## config.mk

```make
export PLATFORM = sky130hd
export DESIGN_NAME = seg_scan_driver
export DESIGN_NICKNAME = d
export VERILOG_FILES = /design/src/rtl/seg_scan_driver.sv
export SDC_FILE = /design/constraint.sdc
export NUM_CORES = 1
export LEC_CHECK = 0
export BUFFER_PORTS_ARGS = -buffer_cell sky130_fd_sc_hd__buf_2
export CAP_MARGIN = 20
export CORE_MARGIN = 2
export CORE_UTILIZATION = 50
export CTS_CLUSTER_DIAMETER = 60
export DETAILED_ROUTE_END_ITERATION = 16
export HOLD_SLACK_MARGIN = 0.06
export PLACE_DENSITY_LB_ADDON = 0.12
export SYNTH_ARGS = -nofsm -noshare
export SYNTH_HDL_FRONTEND = slang
export SYNTH_SLANG_ARGS = --single-unit
```

## constraint.sdc

```tcl
create_clock -name clk -period 8.65 [get_ports clk]
set_input_delay 0.865 -clock clk [delete_from_list [all_inputs] [get_ports clk]]
set_output_delay 0.865 -clock clk [all_outputs]
set_load 0.03 [all_outputs]
```

## src/rtl/seg_scan_driver.sv

```systemverilog
// Two-digit multiplexed seven-segment driver for 4x4 keypad codes.
// Alternates digits with blanking gaps so two anodes are never low together.
module seg_scan_driver #(
   parameter int unsigned REFRESH_CYCLES = 24000,
   parameter int unsigned DEAD_CYCLES    = 240
) (
   input  logic       clk,
   input  logic       reset,
   input  logic [8:0] seg0,
   input  logic [8:0] seg1,
   output logic [6:0] seg,
   output logic [1:0] an,
   output logic [1:0] code_err
);

   localparam int unsigned MAX_LEN =
      (REFRESH_CYCLES > DEAD_CYCLES) ? REFRESH_CYCLES : DEAD_CYCLES;
   localparam int unsigned CW = (MAX_LEN > 1) ? $clog2(MAX_LEN) : 1;
   localparam logic [CW-1:0] REF_LAST  = CW'(REFRESH_CYCLES - 1);
   localparam logic [CW-1:0] DEAD_LAST = CW'(DEAD_CYCLES - 1);
   localparam logic [6:0] SEG_OFF  = 7'b1111111;
   localparam logic [6:0] SEG_DASH = 7'b0111111;

   typedef enum logic [1:0] {
      BLANK0,
      DIG0,
      BLANK1,
      DIG1
   } state_t;

   state_t        st_q, st_d;
   logic [CW-1:0] cnt_q, cnt_d;
   logic [8:0]    sh0_q, sh0_d;
   logic [8:0]    sh1_q, sh1_d;
   logic [6:0]    seg_q, seg_d;
   logic [1:0]    an_q, an_d;
   logic [1:0]    err_q, err_d;

   logic [8:0] cap_code;
   logic       cap_ok;
   logic [6:0] cap_glyph;

   function automatic logic [1:0] bit_idx(input logic [3:0] v);
      case (v)
         4'b0010: bit_idx = 2'd1;
         4'b0100: bit_idx = 2'd2;
         4'b1000: bit_idx = 2'd3;
         default: bit_idx = 2'd0;
      endcase
   endfunction

   function automatic logic [3:0] key_hex(input logic [3:0] rc);
      case (rc)
         4'h0: key_hex = 4'h1;
         4'h1: key_hex = 4'h2;
         4'h2: key_hex = 4'h3;
         4'h3: key_hex = 4'hA;
         4'h4: key_hex = 4'h4;
         4'h5: key_hex = 4'h5;
         4'h6: key_hex = 4'h6;
         4'h7: key_hex = 4'hB;
         4'h8: key_hex = 4'h7;
         4'h9: key_hex = 4'h8;
         4'hA: key_hex = 4'h9;
         4'hB: key_hex = 4'hC;
         4'hC: key_hex = 4'hE;
         4'hD: key_hex = 4'h0;
         4'hE: key_hex = 4'hF;
         default: key_hex = 4'hD;
      endcase
   endfunction

   function automatic logic [6:0] glyph(input logic [3:0] h);
      case (h)
         4'h0: glyph = 7'b1000000;
         4'h1: glyph = 7'b1111001;
         4'h2: glyph = 7'b0100100;
         4'h3: glyph = 7'b0110000;
         4'h4: glyph = 7'b0011001;
         4'h5: glyph = 7'b0010010;
         4'h6: glyph = 7'b0000010;
         4'h7: glyph = 7'b1111000;
         4'h8: glyph = 7'b0000000;
         4'h9: glyph = 7'b0010000;
         4'hA: glyph = 7'b0001000;
         4'hB: glyph = 7'b0000011;
         4'hC: glyph = 7'b1000110;
         4'hD: glyph = 7'b0100001;
         4'hE: glyph = 7'b0000110;
         default: glyph = 7'b0001110;
      endcase
   endfunction

   // Decode whatever the active blank state is about to latch.
   always_comb begin
      cap_code  = (st_q == BLANK1) ? sh1_d : sh0_d;
      cap_ok    = $onehot(cap_code[7:4]) && $onehot(cap_code[3:0]);
      cap_glyph = SEG_DASH;
      if (cap_ok) begin
         cap_glyph = glyph(key_hex({bit_idx(cap_code[3:0]),
                                    bit_idx(cap_code[7:4])}));
      end
   end

   always_comb begin
      st_d  = st_q;
      cnt_d = cnt_q + CW'(1);
      sh0_d = sh0_q;
      sh1_d = sh1_q;
      seg_d = seg_q;
      an_d  = an_q;
      err_d = err_q;
      unique case (st_q)
         BLANK0: begin
            sh0_d = (cnt_q == DEAD_LAST) ? seg0 : sh0_q;
            if (cnt_q == DEAD_LAST) begin
               st_d     = DIG0;
               cnt_d    = '0;
               an_d     = seg0[8] ? 2'b10 : 2'b11;
               seg_d    = seg0[8] ? cap_glyph : SEG_OFF;
               err_d[0] = seg0[8] & ~cap_ok;
            end
         end
         DIG0: begin
            if (cnt_q == REF_LAST) begin
               st_d  = BLANK1;
               cnt_d = '0;
               an_d  = 2'b11;
               seg_d = SEG_OFF;
            end
         end
         BLANK1: begin
            sh1_d = (cnt_q == DEAD_LAST) ? seg1 : sh1_q;
            if (cnt_q == DEAD_LAST) begin
               st_d     = DIG1;
               cnt_d    = '0;
               an_d     = seg1[8] ? 2'b01 : 2'b11;
               seg_d    = seg1[8] ? cap_glyph : SEG_OFF;
               err_d[1] = seg1[8] & ~cap_ok;
            end
         end
         default: begin
            if (cnt_q == REF_LAST) begin
               st_d  = BLANK0;
               cnt_d = '0;
               an_d  = 2'b11;
               seg_d = SEG_OFF;
            end
         end
      endcase
   end

   always_ff @(posedge clk) begin
      if (!reset) begin
         st_q  <= BLANK0;
         cnt_q <= '0;
         sh0_q <= '0;
         sh1_q <= '0;
         seg_q <= SEG_OFF;
         an_q  <= 2'b11;
         err_q <= 2'b00;
      end else begin
         st_q  <= st_d;
         cnt_q <= cnt_d;
         sh0_q <= sh0_d;
         sh1_q <= sh1_d;
         seg_q <= seg_d;
         an_q  <= an_d;
         err_q <= err_d;
      end
   end

   assign seg      = seg_q;
   assign an       = an_q;
   assign code_err = err_q;

endmodule

```

==> results of run 1 <==
-- cells by family (layout without fill, tap and decap cells) --
| group | after synthesis | after routing | synth area share [%] |
|---|---|---|---|
| and+or+nand+nor | 147 | 147 | 25.2 |
| AOI/OAI and AO/OA | 61 | 61 | 14.5 |
| DFF | 44 | 44 | 30.6 |
| buffers and inverters | 37 | 59 | 5.86 |
| adders and majority gates | 26 | 26 | 11.8 |
| muxes | 20 | 20 | 7.43 |
| xor gates and xnor gates | 15 | 15 | 4.56 |
-- per-layer routing --
layer	wire [um]	up-vias
li1	-	1270
met1	3160	1213
met2	2920	36
met3	140	7
met4	94	0
met5	0	-
-- placed cells by master, fill, tap and decap left out, types with 8 or more instances in the layout --
master / instances
nor2_1: 43
dfxtp_1: 44
xor2_1: 8
inv_1: 19
ha_1: 24
nand2_1: 48
nand3_1: 16
mux2i_1: 12
o21ai_0: 10
a21oi_1: 19
buf_2: 30
-- worst min-delay path: stages (launching register included) --
cell and delay (ps):
dfxtp_1 320, nand2_1 50, a21oi_1 50
-- flip-flops by register name, summed over array words and instances (netlist names) --
register,cells
an,2
cnt_q,15
sh1_q,8
code_err,2
sh0_q,8
seg,7
st_q,2
-- final cells by class --
class                      instances  area, um^2  share of cell area (%)
multi-input combinational        269        1830                    58.8
sequential                        44         881                    28.3
timing repair buffer              30         150                    4.82
tap                               72        90.1                    2.89
inverter                          22        85.1                    2.73
clock buffer                       6        72.6                    2.33
clock inverter                     1        5.00                   0.161
-- worst max-delay path by stage --
stage	slack [ps]	cells after the start	endpoint
floorplan	3650	17	seg[6]
finish	3230	14	seg[6]
global placement	3360	14	seg[6]
CTS	3240	14	seg[6]
global route	2790	16	seg[6]
detailed placement	3260	14	seg[6]
-- power groups by stage --
stage	combinational (mW)	sequential (mW)	clock (mW)
6_report	0.0118	0.205	0.123
5_1_grt	0.0132	0.205	0.132
4_1_cts	0.0117	0.205	0.125
3_5_place_dp	0.0117	0.210	0
3_3_place_gp	0.0118	0.209	0
2_1_floorplan	0.00503	0.209	0
==> results by group, run 1 <==
Synth
  – FF+latch count, synth: 44
  – Sequential area share after synthesis: 30.6%
  – Synth cell count leaders: nand2_1 (48), dfxtp_1 (44), nor2_1 (43)
  – Most common cell in the netlist: nand2_1
  – Yosys top cell area share: a little over 30%
  – Mapped Cells: 350
  – Number of flops mapped to enable cells by yosys: 0
  – Cell taking the most area after synthesis: dfxtp_1
  – Avg Inst Size Synth: 8.23 um^2
  – Distinct cells, synth: between 50 and 60
  – Mapped Area: a little under 0.003 mm^2
  – Ys async rst share: 0%
  – Synth top area cells: dfxtp_1 (31%), ha_1 (10%), nand2_1 (6.3%)
  – Ys flop type: dfxtp_1
  – Yosys warns: 0
  – Syn Nets: about 400

Setup path
  – Critical path arrival: 5630 ps
  – Largest stage delay on the critical path: around 760 ps
  – CP Max Fanout: 11
  – Reg-to-reg endpoint: seg[6]
  – Worst R2R Start: cnt_q[11]
  – Crit path capture type: flop
  – R2r setup slk: approximately 3200 ps
  – FF-to-FF path depth: 14
  – CP delay by family, top: simple AND/OR/NAND/NOR gates
  – Crit path required time: approximately 9000 ps
  – Worst Path Buf+Inv: 1
  – Critical path class: flop to flop
  – Slowest CP cell: or4_1
  – Crit. Startpoint: cnt_q[11]
  – CP cell instances: or4_1 > or4_1 > mux2_2 > o21ai_0 > ha_1 > inv_1 > or3_1 > a21o_1 > ha_1 > or4_1 > and3_4 > or4_1 > o2bb2ai_1 > o31ai_1
  – CP most frequent cell: or4_1
  – Critical path startpoint category: flop

Global route
  – Top Usage Layer GRT: met2
  – GRT met3 Usage: ~2.9%
  – Met1 Track Usage GR: between 20% and 30%
  – Overflow after GRT: 0
  – Initial antenna violation count: 0
  – Largest net degree at the start of global routing: 23
  – Vias in the first global route: 2372
  – Grt met2 use: around a third
  – Global Route Usage Sum: 21.1%
  – First-pass GRT wire length: between 10 and 15 mm

Finish
  – N_diodes: 0
  – Area delta synth->final: 8.12%
  – Fill count: around 560
  – Fin area: ~0.0031 mm^2
  – Fin cells: around 440
  – Post-layout net count: approximately 420
  – Final core occ: a little under three fifths
  – Share of cells above drive strength 1: between 10 and 15%

Placement
  – Placed wire-length estimate: between 4 and 5 mm
  – Placed cell area: roughly 0.0030 mm^2
  – GPL Wtd Cong: ~0.90
  – Post-Place Worst Slack: 3260 ps
  – Post-Place Cells: between 400 and 500
  – Port bufs: 30

Clock tree
  – H-Tree Depth: 2
  – Setup bufs post-CTS: 0
  – CTS tree: yes
  – Clock-pin slew on the worst setup and hold paths: ~80 ps
  – Maximum clock path buffer count: 2
  – CTS Buf Count: 5
  – Clk Latency, worst-skew pair: between 200 and 300 ps
  – Root buf cell: clkbuf_8
  – Total clock sinks: 44
  – # hold bufs at CTS: 0
  – Post-CTS sizing: 0

Die
  – Core Area: 0.00554 mm^2
  – Initial Util: 52.0%
  – Die Ht: 79.9 um
  – Die W: approximately 80 um
  – Boundary Pins: 31
  – # rows: 27
  – Die area: ~0.0064 mm^2

Route
  – DR pass1 iterations: 5
  – Post-route DRC violation count: 0
  – Final WL: about 6.3 mm
  – Drt first-iter violations: between 100 and 150
  – Vias per cell: 5.69
  – WL per Instance: 14.2 um
  – Via count: roughly 2500
  – ANT nets after route: 0

Timing
  – Setup violators final: 0
  – Sum Neg Setup Slack: 0 ps
  – Hold Slack: around 460 ps
  – RSZ-0062 raised after global routing: no
  – Final hold vios: 0
  – Final Skew: roughly 6.1 ps
  – Min cycle time layout: roughly 5400 ps
  – Min setup slack post-route: approximately 3200 ps
  – Slew Limit Fails: 0
  – Period utilization: between 60% and 70%
  – Worst slew margin relative to its limit: 46.5%
  – Worst-Margin Slew: between 700 and 800 ps
  – Fmax: approximately 0.18 GHz

Pwr
  – Pwr Total: approximately 340 uW
  – Sw Pwr: between 70 and 80 uW
  – Static leakage: approximately 1.3 nW
  – VDD IR-drop max: between 0.06 and 0.07 mV
  – Clock network power share: between 30% and 40%
  – Internal power: around 260 uW
  – Net Sw Frac: between 20% and 30%
  – Pwr Density: 109 mW/mm^2
  – Combinational Power Share: roughly 3.5%
  – Sequential Power Share: 60.4%

Hold path
  – Min-delay src: sh1_q[0]
  – Hold WC Path Type: flop to flop
  – Hold Crit Depth: 2
  – WHS Endpoint: sh1_q[0]

Job
  – Maxcap violations: 0

Outcome
  – Status: finished, final reports clean
Power figures use the tool's default switching activity.
==> run 2, diff against run 1 <==
- clock period: 8.65 -> 4.65 ns (I/O delays scaled with it)
==> run 2 against run 1 <==
  * Cell count grew 7.2%
  * Global-route usage grew 0.37 points
  * Power grew 93%
  * Flip-flop and latch count is the same
  * Critical path depth is the same
  * Sequential power grew 85%
  * Clock power grew 100%
  * Count of clock-buffer cells in the layout grew 1
  * Non-clock buffer count grew 31
  * Maximum frequency grew 17%
  * Utilization grew 6.7 points
  * Critical path type unchanged
==> results by group, run 2 (same netlist as run 1, synthesis figures left out) <==
Outcome
  – Status: finished, final reports clean (unchanged)

Finish
  – Largest reg by FF count: cnt_q (unchanged)
  – Most frequent cells in the layout: nand2_1 (47), nor2_1 (43), dfxtp_1 (40), buf_2 (30), buf_4 (30) (was nand2_1 (48), dfxtp_1 (44), nor2_1 (43), buf_2 (30), ha_1 (24))
  – Post-layout net count: 449 (was 418)
  – Biggest regs: cnt_q (15), sh0_q (8), sh1_q (8) (unchanged)
  – Fin cells: 476 (was 444)
  – Fin area: 0.00348 mm^2 (was 0.00311 mm^2)
  – Share of cells above drive strength 1: 26.2% (was 14.2%)
  – Commonest non-fill, non-tap cell in the layout: nand2_1 (unchanged)
  – Area delta synth->final: 20.9% (was 8.12%)
  – Number of flip-flops under the largest register name: 15 (unchanged)
  – N_diodes: 0 (unchanged)

Setup path
  – CP Max Fanout: 7 (was 11)
  – Slowest CP cell: or4_4 (was or4_1)
  – Crit path capture type: flop (unchanged)
  – Crit path required time: 4870 ps (was 8860 ps)
  – Critical path arrival: 4830 ps (was 5630 ps)
  – CP cell instances: or4_4 > or4_4 > mux2_4 > o21ai_4 > ha_4 > inv_2 > or3_1 > a21o_1 > ha_1 > or4_4 > and3_4 > or4_4 > o2bb2ai_2 > o31ai_1 (was or4_1 > or4_1 > mux2_2 > o21ai_0 > ha_1 > inv_1 > or3_1 > a21o_1 > ha_1 > or4_1 > and3_4 > or4_1 > o2bb2ai_1 > o31ai_1)
  – Reg-to-reg endpoint: seg[6] (unchanged)
  – Critical path startpoint category: flop (unchanged)
  – R2r setup slk: 40 ps (was 3230 ps)
  – FF-to-FF path depth: 14 (unchanged)
  – Worst R2R Start: cnt_q[10] (was cnt_q[11])
  – Critical path class: flop to flop (unchanged)
  – CP most frequent cell: or4_4 (was or4_1)
  – Largest stage delay on the critical path: 620 ps (was 760 ps)

Timing
  – Slew Limit Fails: 0 (unchanged)
  – RSZ-0062 raised after global routing: yes (was no)
  – Worst-Margin Slew: 1010 ps (was 797 ps)
  – Worst slew margin relative to its limit: 31.0% (was 46.5%)
  – Fmax: 0.217 GHz (was 0.185 GHz)
  – Period utilization: 99.2% (was 62.6%)
  – Min cycle time layout: 4610 ps (was 5420 ps)
  – Sum Neg Setup Slack: 0 ps (unchanged)
  – Final hold vios: 0 (unchanged)
  – Setup violators final: 0 (unchanged)
  – Final Skew: 7.25 ps (was 6.09 ps)

Die
  – Die area: 0.00638 mm^2 (unchanged)
  – Die Ht: 79.9 um (unchanged)
  – Core Area: 0.00554 mm^2 (unchanged)
  – Die W: 79.9 um (unchanged)
  – Initial Util: 52.0% (unchanged)
  – Boundary Pins: 31 (unchanged)
  – # rows: 27 (unchanged)

Placement
  – Port bufs: 30 (unchanged)
  – Placed wire-length estimate: 4.97 mm (was 4.77 mm)
  – GPL Wtd Cong: 0.938 (was 0.896)
  – Post-Place Cells: 455 (was 437)
  – Placed cell area: 0.00325 mm^2 (was 0.00304 mm^2)

Hold path
  – Hold Crit Depth: 2 (unchanged)
  – Min-delay src: reset (was sh1_q[0])
  – WHS Endpoint: an[1] (was sh1_q[0])
  – Hold WC Path Type: input pin to flop (was flop to flop)

Job
  – Maxcap violations: 0 (unchanged)

Route
  – Final WL: 6.68 mm (was 6.32 mm)
  – Vias per cell: 5.53 (was 5.69)
  – ANT nets after route: 0 (unchanged)
  – Drt first-iter violations: 160 (was 144)
  – Post-route DRC violation count: 0 (unchanged)
  – Via count: 2632 (was 2526)
  – DR pass1 iterations: 4 (was 5)
  – WL per Instance: 14.0 um (was 14.2 um)

Global route
  – Largest net degree at the start of global routing: 23 (unchanged)
  – Initial antenna violation count: 0 (unchanged)
  – Global Route Usage Sum: 21.5% (was 21.1%)
  – Vias in the first global route: 2314 (was 2372)
  – First-pass GRT wire length: 10.8 mm (about the same)
  – Overflow after GRT: 0 (unchanged)

Pwr
  – Pwr Total: 654 uW (was 339 uW)
  – VDD IR-drop max: 0.123 mV (was 0.0618 mV)
  – Pwr Density: 188 mW/mm^2 (was 109 mW/mm^2)
  – Static leakage: 1.47 nW (was 1.30 nW)

Clock tree
  – CTS Buf Count: 5 (unchanged)
  – CTS tree: yes (unchanged)
  – # hold bufs at CTS: 0 (unchanged)
  – Clock-pin slew on the worst setup and hold paths: 80 ps (about the same)
  – Maximum clock path buffer count: 2 (unchanged)
  – Root buf cell: clkbuf_8 (unchanged)
  – Clk Latency, worst-skew pair: 300 ps (was 290 ps)
  – Total clock sinks: 44 (unchanged)
  – H-Tree Depth: 2 (unchanged)
-- run 2: cell count changes in the layout (fill, tap and decap cells not counted), sizes merged --
cell      delta
clkinvlp     +1
buf         +31
clkbuf       +1
clkinv       -1
-- run 2: routing by layer --
metal / vias up / track usage, % / wire (um)
met1: 1236 / 29.1 / 3170
li1: 1333 / - / -
met4: 0 / 7.46 / 117
met2: 53 / 34.3 / 3100
met3: 10 / 3.62 / 299
met5: - / 0 / 0
-- run 2: how the worst max path moves through the flow --
stage	from	end	slack, ps	depth (start not counted)
6_report	cnt_q[10]	seg[6]	40	14
5_1_grt	cnt_q[10]	seg[2]	-120	14
4_1_cts	cnt_q[14]	seg[6]	30	17
3_5_place_dp	cnt_q[14]	seg[6]	-40	17
3_3_place_gp	cnt_q[14]	seg[6]	30	17
2_1_floorplan	cnt_q[14]	seg[6]	-5	19
-- run 2: cell type report --
| class | count | area, um^2 |
|---|---|---|
| Clock inverter | 1 | 7.51 |
| Clock buffer | 7 | 86.3 |
| Fill cell | 500 | 2060 |
| Sequential cell | 44 | 888 |
| Multi-Input combinational cell | 269 | 1940 |
| Timing Repair Buffer | 61 | 387 |
| Inverter | 22 | 85.1 |
| Tap cell | 72 | 90.1 |
-- run 2: metrics by stage --
step	worst slack (ps)	util, %	hold WS (ps)
finish	37.3	62.9	405
CTS	25.2	60.4	398
floorplan	-4.72	-	430
detailed placement	-37.0	58.7	445
global route	-116	62.9	407
global placement	29.1	58.7	439
-- run 2: timing repair --
item,in CTS,in global routing
endpoints found under the setup margin,1,5
pin swaps,0,13
gates resized for setup,1,11
setup buffers,0,13
-- run 2: critical path: cells and delay by family, from the launching register on --
family                     cells  cell delay (ps)
and+or+nand+nor                6             2700
AOI/OAI and AO/OA              4              590
adders and majority gates      2              500
DFF                            1              350
muxes                          1              340
buffers and inverters          1               40
-- run 2: power by group --
group          switching, mW  leakage (nW)  internal [mW]
registers            0.00238         0.358          0.378
clock network          0.131        0.0445          0.121
logic                 0.0127          1.07        0.00913
total                  0.146          1.47          0.508
